[src/rtl/tc_pl_bus_pkg.sv]
// Shared definitions for the PL bus SPI transmit path.
// Contents:
//   spi_state_e  - serializer FSM state encoding (IDLE / SHIFT)
//   SPI_CPOL     - SCLK idle level (mode 0: low)
//   SPI_CPHA     - clock phase (mode 0: data launched on the falling edge
//                  and captured on the rising edge)
package tc_pl_bus_pkg;

    typedef enum logic {
        ST_IDLE  = 1'b0,
        ST_SHIFT = 1'b1
    } spi_state_e;

    localparam logic SPI_CPOL = 1'b0;
    localparam logic SPI_CPHA = 1'b0;

endpackage

[src/rtl/tc_pl_bus_spi_clkgen.sv]
// SCLK generator for the SPI serializer.
// Ports:
//   clk      in   system clock
//   rst      in   asynchronous active-low reset
//   run      in   1 while a byte is being shifted; 0 parks SCLK at idle level
//   sclk     out  registered SPI clock
//   rise_stb out  one-cycle strobe, high in the cycle whose clock edge
//                 drives sclk from low to high
//   fall_stb out  one-cycle strobe, high in the cycle whose clock edge
//                 drives sclk from high to low
// The divider counts 0..CLK_DIV-1 and toggles sclk at the terminal count,
// so one SCLK half-period is CLK_DIV system clocks.
module tc_pl_bus_spi_clkgen
    import tc_pl_bus_pkg::*;
#(
    parameter int CLK_DIV = 4
) (
    input  logic clk,
    input  logic rst,
    input  logic run,
    output logic sclk,
    output logic rise_stb,
    output logic fall_stb
);

    localparam int DW = ($clog2(CLK_DIV) > 1) ? $clog2(CLK_DIV) : 1;
    localparam logic [DW-1:0] TERM = DW'(CLK_DIV - 1);

    logic [DW-1:0] cnt_q;
    logic          sclk_q;
    logic          term_hit;

    assign term_hit = run && (cnt_q == TERM);

    // Strobes are combinational so the parent acts on the same clock edge
    // that toggles sclk.
    assign rise_stb = term_hit && (sclk_q == SPI_CPOL);
    assign fall_stb = term_hit && (sclk_q != SPI_CPOL);
    assign sclk     = sclk_q;

    always_ff @(posedge clk or negedge rst) begin
        if (!rst) begin
            cnt_q  <= '0;
            sclk_q <= SPI_CPOL;
        end else if (!run) begin
            cnt_q  <= '0;
            sclk_q <= SPI_CPOL;
        end else if (term_hit) begin
            cnt_q  <= '0;
            sclk_q <= ~sclk_q;
        end else begin
            cnt_q  <= cnt_q + 1'b1;
        end
    end

endmodule

[src/rtl/tc_pl_bus_spi_tx.sv]
// SPI mode-0 master serializer fed by the PL bus transmitter.
// Ports:
//   clk        in   system clock
//   rst        in   asynchronous active-low reset
//   spit_valid in   upstream byte valid
//   spit_data  in   upstream byte (SPI0_0 bits)
//   spit_dreq  out  ready; a byte transfers on a cycle with valid && dreq
//   spit_idle  out  nothing buffered and nothing shifting
//   spi_sclk   out  SPI clock, idles low
//   spi_mosi   out  serial data, MSB first
// Handshake: a byte moves on every clock edge where spit_valid and
// spit_dreq are both high; spit_valid seen while spit_dreq is low is
// ignored and upstream must hold the byte. One byte is buffered in a
// holding register ahead of the shift register, which lets the next byte
// start on the final falling SCLK edge of the current one with no gap.
module tc_pl_bus_spi_tx
    import tc_pl_bus_pkg::*;
#(
    parameter int SPI0_0  = 8,
    parameter int CLK_DIV = 4
) (
    input  logic              clk,
    input  logic              rst,
    input  logic              spit_valid,
    input  logic [SPI0_0-1:0] spit_data,
    output logic              spit_dreq,
    output logic              spit_idle,
    output logic              spi_sclk,
    output logic              spi_mosi
);

    localparam int BCW = $clog2(SPI0_0 + 1);
    localparam logic [BCW-1:0] BITS = BCW'(SPI0_0);

    spi_state_e        state_q, state_d;
    logic [SPI0_0-1:0] hold_q, hold_d;
    logic              hold_full_q, hold_full_d;
    logic [SPI0_0-1:0] shift_q, shift_d;
    logic [BCW-1:0]    bit_cnt_q, bit_cnt_d;
    logic              mosi_q, mosi_d;
    logic              dreq_q, dreq_d;
    logic              idle_q, idle_d;

    logic run, rise_stb, fall_stb;
    logic launch_stb, capture_stb;
    logic accept, load, byte_done;

    assign run = (state_q == ST_SHIFT);

    tc_pl_bus_spi_clkgen #(
        .CLK_DIV (CLK_DIV)
    ) u_clkgen (
        .clk      (clk),
        .rst      (rst),
        .run      (run),
        .sclk     (spi_sclk),
        .rise_stb (rise_stb),
        .fall_stb (fall_stb)
    );

    // Mode 0 launches data on the falling edge and captures on the rising one.
    assign launch_stb  = (SPI_CPHA == 1'b0) ? fall_stb : rise_stb;
    assign capture_stb = (SPI_CPHA == 1'b0) ? rise_stb : fall_stb;

    assign accept    = spit_valid && dreq_q;
    // The bit counter reaches zero after the last capture edge, so the
    // next launch edge is the end of the byte.
    assign byte_done = launch_stb && (bit_cnt_q == '0);

    always_comb begin
        state_d     = state_q;
        hold_d      = hold_q;
        hold_full_d = hold_full_q;
        shift_d     = shift_q;
        bit_cnt_d   = bit_cnt_q;
        mosi_d      = mosi_q;
        load        = 1'b0;

        case (state_q)
            ST_IDLE: begin
                if (hold_full_q) begin
                    load    = 1'b1;
                    state_d = ST_SHIFT;
                end
            end
            ST_SHIFT: begin
                if (capture_stb) begin
                    bit_cnt_d = bit_cnt_q - 1'b1;
                end
                if (byte_done) begin
                    if (hold_full_q) begin
                        load = 1'b1;
                    end else begin
                        state_d = ST_IDLE;
                        mosi_d  = 1'b0;
                    end
                end else if (launch_stb) begin
                    shift_d = shift_q << 1;
                    mosi_d  = shift_q[SPI0_0-2];
                end
            end
            default: state_d = ST_IDLE;
        endcase

        if (load) begin
            shift_d     = hold_q;
            mosi_d      = hold_q[SPI0_0-1];
            bit_cnt_d   = BITS;
            hold_full_d = 1'b0;
        end

        // An accept in the same cycle as a reload refills the freed slot.
        if (accept) begin
            hold_d      = spit_data;
            hold_full_d = 1'b1;
        end

        dreq_d = !hold_full_d;
        idle_d = (state_d == ST_IDLE) && !hold_full_d;
    end

    always_ff @(posedge clk or negedge rst) begin
        if (!rst) begin
            state_q     <= ST_IDLE;
            hold_q      <= '0;
            hold_full_q <= 1'b0;
            shift_q     <= '0;
            bit_cnt_q   <= '0;
            mosi_q      <= 1'b0;
            dreq_q      <= 1'b0;
            idle_q      <= 1'b1;
        end else begin
            state_q     <= state_d;
            hold_q      <= hold_d;
            hold_full_q <= hold_full_d;
            shift_q     <= shift_d;
            bit_cnt_q   <= bit_cnt_d;
            mosi_q      <= mosi_d;
            dreq_q      <= dreq_d;
            idle_q      <= idle_d;
        end
    end

    assign spit_dreq = dreq_q;
    assign spit_idle = idle_q;
    assign spi_mosi  = mosi_q;

endmodule

[config.mk]
export PLATFORM = sky130hd
export DESIGN_NAME = tc_pl_bus_spi_tx
export DESIGN_NICKNAME = d
export VERILOG_FILES = /design/src/rtl/tc_pl_bus_pkg.sv /design/src/rtl/tc_pl_bus_spi_clkgen.sv /design/src/rtl/tc_pl_bus_spi_tx.sv
export SDC_FILE = /design/constraint.sdc
export NUM_CORES = 1
export LEC_CHECK = 0
export ABC_AREA = 1
export CAP_MARGIN = 15
export CORE_UTILIZATION = 51
export CTS_BUF_LIST = sky130_fd_sc_hd__clkbuf_4 sky130_fd_sc_hd__clkbuf_8
export CTS_CLUSTER_SIZE = 20
export DETAILED_ROUTE_END_ITERATION = 7
export PLACE_DENSITY_LB_ADDON = 0.25
export SETUP_SLACK_MARGIN = 0.2
export SLEW_MARGIN = 10
export SYNTH_ARGS = -nofsm -noshare
export SYNTH_HDL_FRONTEND = slang
export SYNTH_SLANG_ARGS = --single-unit
[constraint.sdc]
create_clock -name clk -period 1.5 [get_ports clk]
set_clock_uncertainty 0.15 [all_clocks]
set_input_delay 0.375 -clock clk [delete_from_list [all_inputs] [get_ports clk]]
set_output_delay 0.375 -clock clk [all_outputs]
set_load 0.03 [all_outputs]
==> results of run 1 <==
-- area by class of cell --
class	count	area share, %
Clock inverter	1	0.273
Clock buffer	3	1.23
Timing Repair Buffer	35	18.3
Inverter	23	4.84
Sequential cell	27	37.0
Tap cell	28	1.91
Multi-Input combinational cell	91	36.4
-- layer usage --
| metal | vias up | global-route usage, % |
|---|---|---|
| li1 | 528 | - |
| met3 | 11 | 4.09 |
| met4 | 0 | 11.7 |
| met1 | 518 | 32.3 |
| met5 | - | 0 |
| met2 | 31 | 42.2 |
-- metrics by stage --
stage               total power (uW)  std cells  setup TNS (ns)  hold slack (ns)
floorplan                        936        142               0          -0.0706
global placement                1010        189               0            0.310
finish                          1370        208          -0.398            0.209
detailed placement              1030        189         -0.0137            0.316
global route                    1420        208           -1.24            0.226
CTS                             1340        202          -0.171            0.235
-- cells in the final DEF, fill, tap and decap left out, types with 3 or more instances in the layout --
master	Yosys	layout
dfrtp_1	26	24
buf_4	1	17
nand2_4	1	5
a21oi_1	7	7
nand2_1	23	15
clkbuf_4	0	3
buf_6	0	6
nand2_2	3	7
clkdlybuf4s50_1	0	10
inv_2	2	6
inv_1	21	16
nand3_1	24	14
nor2_1	15	12
nor2_4	0	3
nand3_2	0	10
-- registers in the layout (all words and copies together) (netlist names) --
signal	cells
hold_full_q	1
u_clkgen.sclk	1
u_clkgen.cnt_q	2
run	1
spit_dreq	1
spit_idle	1
bit_cnt_q	4
spi_mosi	1
hold_q	8
shift_q	7
-- power by group through the flow --
stage                     clock [uW]  combinational (uW)  sequential (uW)
after floorplan                    0                96.8              840
after global placement             0                 178              837
after detailed placement           0                 187              840
after CTS                        320                 196              829
after global routing             353                 230              835
final                            333                 208              830
-- final timing paths --
| path | depth (start not counted) | slack [ns] | to |
|---|---|---|---|
| worst max-delay path | 8 | -0.06 | shift_q[6] |
| worst min-delay path | 2 | 0.21 | u_clkgen.cnt_q[0] |
| worst max register to register | 8 | -0.06 | shift_q[6] |
| worst min register to register | 1 | 0.34 | u_clkgen.cnt_q[0] |
| max in group asynchronous | 2 | 0.76 | spit_idle |
| min in group clk | 1 | 0.34 | u_clkgen.cnt_q[0] |
-- cells by family after synthesis --
family                   count (synthesis)
AO/OA/AOI/OAI                           14
flip-flops                              27
XOR/XNOR                                 1
adder cells (fa/ha/maj)                  2
buffers and inverters                   25
AND/OR/NAND/NOR                         72
multiplexers                             1
-- repair_timing --
item / in CTS / in global routing
endpoints found under the setup margin: 21 / 22
gates cloned: 1 / 0
gates resized for setup: 31 / 13
buffers inserted: 8 / 6
pin swaps: 21 / 11
hold buffers: 0 / 0
==> run metrics, run 1 <==
worst path buffer plus inverter count 2; Mapped Cells 142; vias in the first global route 1077; #FFs+latches synth 27; status finished, violations left; most frequent cell after synthesis dfrtp_1; Layout Utilization between 80% and 90%; Leakage 0.000895 uW; antenna violations before repair 0; Internal approximately 1000 uW; cell family with most CP delay flip-flops; RSZ-0062 raised after global routing yes; top post-synthesis cells by count dfrtp_1 (26), nand3_1 (24), nand2_1 (23); CP endpoint kind register; Synth Area in XOR/XNOR less than 1%; Iteration-0 DRC Markers 24; synthesized area around 0.0013 mm^2; maximum VDD drop ~0.00075 V; setup ws final -0.0632 ns; crit path time final approximately 1.6 ns; Critical Path Source u_clkgen.cnt_q[0]; first-pass GRT wire length 4840 um; clk buf depth 2; slowest cell delay on critical path roughly 0.42 ns; worst slew pin tran 0.292 ns; Residual DRC 0; PortBufs 14; most used flip-flop cell after synthesis dfrtp_1; NetSw approximately 380 uW; multi-input logic area between 600 and 700 um^2; placed cell areas ~0.0015 mm^2; Worst EP arrival between 1.5 and 2 ns; Startpoint Class register; Metal-1 WL around 1300 um; total number of vias between 1000 and 1500; # IOs 15; DR WL met2 roughly 1600 um; gpl congestion about 0.84; H-Tree Depth 1; final hold vios 0; compound-gate portion of the synthesized area under 10%; critical path peak fanout 5; dpl hpwl roughly 1800 um; CP required ~1.6 ns; Reg area 679 um^2; Max-Cap Viols 0; initial core utilization a little under three fifths; Final ANT Viol Nets 0; Post-Syn Nets roughly 160; Avg Synthesized Cell Area around 8.9 um^2; Synth top area share approximately half; Min-Delay Path Class primary input to asynchronous set/reset pin; Post-synth EDFFs 0; Area contributors post-synth dfrtp_1 (52%), nand3_1 (9.5%), nand2_1 (6.9%), inv_1 (6.3%), nor2_1 (4.5%); CTS Buf Count 3; Vias/cell around 5.2; total iterations of the first detailed-routing run 4; failing checks setup timing; sequential group share of total power 60.5%; clock power share 24.3%; core box area roughly 0.0023 mm^2; Vert. Die Dim a little over 50 um; combinational family with the most area after synthesis simple AND/OR/NAND/NOR gates; die area 0.00267 mm^2; largest net degree at the start of global routing 28; f_max 640 MHz; slowest stage cell, crit path dfrtp_1; Die Wd slightly above 50 um; synth-to-layout area growth 45.7%; FFs w/ async S/R, synth 100%; share of layout cells above drive strength 1 ~44%; filler cell count ~130; Worst-path clk slew 0.16 ns; clock latency on the worst-skew pair 0.34 ns; Met3 Wirelength 131 um; Finish-stage setup viols 10; simple-gate portion of the synthesized area between 20% and 30%; Synth Area in Adders under 10%; Place WS -0.00622 ns; # diodes 0; Crit Path Class register to register; Routed WL roughly 3200 um; Pwr Density around 750 mW/mm^2; CTS Root Cell clkbuf_4; mux cell area share after synthesis less than 1%; CTS tree done; clk sinks 27; Comb pwr share between 10% and 20%; post-route cell area between 0.0015 and 0.002 mm^2; Synthesis Warnings 0; post-synth top area cell dfrtp_1; nets 194; sw frac ~28%; Routed WL per cell around 15 um; grt total ovfl 0; Seq/Total Area, Yosys between 50% and 60%; Yosys cell types 24; max-slew violation count 0; DR top layer met4; cells along the critical path ha_4 > nand3_4 > o21ai_4 > inv_2 > a21oi_4 > buf_6 > nand3_2 > nand2_1; fin crit share 104%; worst r2r src u_clkgen.cnt_q[0]; GRT Resource Usage Total between 20 and 30%; row cnt 17; Rel. slew slack 80.5%
No activity file was read; power rests on OpenSTA's default activity.
==> run 2: changes to the inputs <==
--- a/config.mk
+++ b/config.mk
@@ -9,2 +9,4 @@
 export CAP_MARGIN = 15
+export CORE_ASPECT_RATIO = 0.9
+export CORE_MARGIN = 2
 export CORE_UTILIZATION = 51
--- a/constraint.sdc
+++ b/constraint.sdc
@@ -4,2 +4,2 @@
 set_output_delay 0.375 -clock clk [all_outputs]
-set_load 0.03 [all_outputs]
+set_load 0.1 [all_outputs]
==> run 2 against run 1 <==
  * The run still ends with setup timing left
  * Non-clock buffer count up 3
  * Maximum frequency is 7.0% lower
  * Clock power about the same
  * Combinational power is 14% higher
  * Critical path type is now register to output pin
==> run metrics, run 2 (synthesis results as in run 1) <==
worst slew pin tran 0.325 ns; failing checks setup timing; antenna violations before repair 0; largest net degree at the start of global routing 16; Vias/cell around 5.3; fin cells around 210; Routed WL around 3300 um; Worst EP arrival about 1.2 ns; f_max just under 600 MHz; slowest stage cell, crit path dfstp_4; core box area roughly 0.0024 mm^2; crit path time final roughly 1.7 ns; Max-Cap Viols 0; Vert. Die Dim 51.1 um; Finish-stage setup viols 11; nets between 150 and 200; placed cell areas between 0.0015 and 0.002 mm^2; CP endpoint kind output pin; worst r2r src u_clkgen.sclk; Reg area a little under 700 um^2; synth-to-layout area growth 51.8%; row cnt 17; share of layout cells above drive strength 1 45.4%; Routed WL per cell about 16 um; cells along the critical path buf_12; Place WS -0.0919 ns; CTS Buf Count 3; final hold vios 0; Final ANT Viol Nets 0; max reg flops 8; Die Wd about 56 um; Critical Path Source spit_idle; Residual DRC 0; maximum VDD drop roughly 0.00078 V; total iterations of the first detailed-routing run 4; # IOs 15; Post-Place Cells between 150 and 200; CTS tree done; CP required 0.97 ns; fin crit share 112%; GRT Resource Usage Total between 20% and 30%; clk sinks 27; total number of vias 1124; H-Tree Depth 1; initial core utilization 52.4%; grt total ovfl 0; dpl hpwl between 1500 and 2000 um; Startpoint Class register; Rel. slew slack ~78%; worst path buffer plus inverter count 1; gpl congestion 0.887; # diodes 0; hold_buf cts 0; setup ws final -0.182 ns; CTS Root Cell clkbuf_4; status finished, violations left; vias in the first global route 1087; most frequent cells in the layout dfrtp_1 (22), nand2_1 (16), inv_1 (16), buf_4 (16), nand3_1 (13); multi-input logic area approximately 680 um^2; Pwr Density 735 mW/mm^2; Leakage slightly above 0.0009 uW; Iteration-0 DRC Markers 50; RSZ-0062 raised after global routing yes; first-pass GRT wire length 5150 um; Min-Delay Path Class primary input to asynchronous set/reset pin; Most flops, register hold_q; post-route cell area approximately 0.0019 mm^2; Crit Path Class register to output pin; die area 0.00288 mm^2; most common cell after layout, fill and taps aside dfrtp_1; critical path peak fanout 1; PortBufs 14; max-slew violation count 0; Top Registers hold_q (8), shift_q (7), bit_cnt_q (4); clock latency on the worst-skew pair about 0.34 ns; Worst-path clk slew 0.15 ns; filler cell count 143; Setup TNS -0.812 ns; slowest cell delay on critical path between 0.6 and 0.7 ns; clk buf depth 2; cell family with most CP delay flip-flops; Tot Pwr approximately 1400 uW
-- run 2: cell types whose count changed in the layout (fill, tap and decap cells not counted), sizes merged --
cell / before / now
buf: 25 / 28
-- run 2: where the power goes --
part           switching, uW  total (uW)  internal (uW)
clock                    233         334            100
sequential              29.3         833            804
combinational            136         237            102
-- run 2: final cells by class --
type,count,area share [%]
clock buffers,3,1.18
clock inverters,1,0.262
inverters,23,4.65
multi-input cells,91,35.5
flip-flops and latches,27,36.1
well taps,28,1.83
repair buffers,38,20.4
-- run 2: metal layers --
metal,GRT usage [%],vias to the layer above,wire [um]
met5,0,-,0
met4,10.3,0,136
met3,3.29,12,149
met2,40.8,33,1590
met1,31.1,543,1410
li1,-,536,-
-- run 2: path summary, 6_finish.rpt --
path	to	cells after the start	slack, ns
setup / recovery	spit_idle	1	-0.18
hold / removal	bit_cnt_q[3]	1	0.10
setup reg to reg	shift_q[1]	7	-0.09
hold reg to reg	shift_q[4]	2	0.35
max in group asynchronous	hold_q[2]	2	0.68
min in group clk	shift_q[4]	2	0.35
-- run 2: per-stage QoR --
step	hold WS (ns)	utilization, %
floorplan	-0.0706	-
global placement	0.271	66.7
detailed placement	0.278	66.7
CTS	0.108	75.4
global route	0.104	79.5
finish	0.102	79.5
-- run 2: repair_timing --
| item | CTS | global route |
|---|---|---|
| cloned | 1 | 0 |
| endpoints found under the setup margin | 21 | 27 |
| setup buffers | 4 | 5 |
| pin swaps | 20 | 13 |
| gates resized for setup | 35 | 17 |
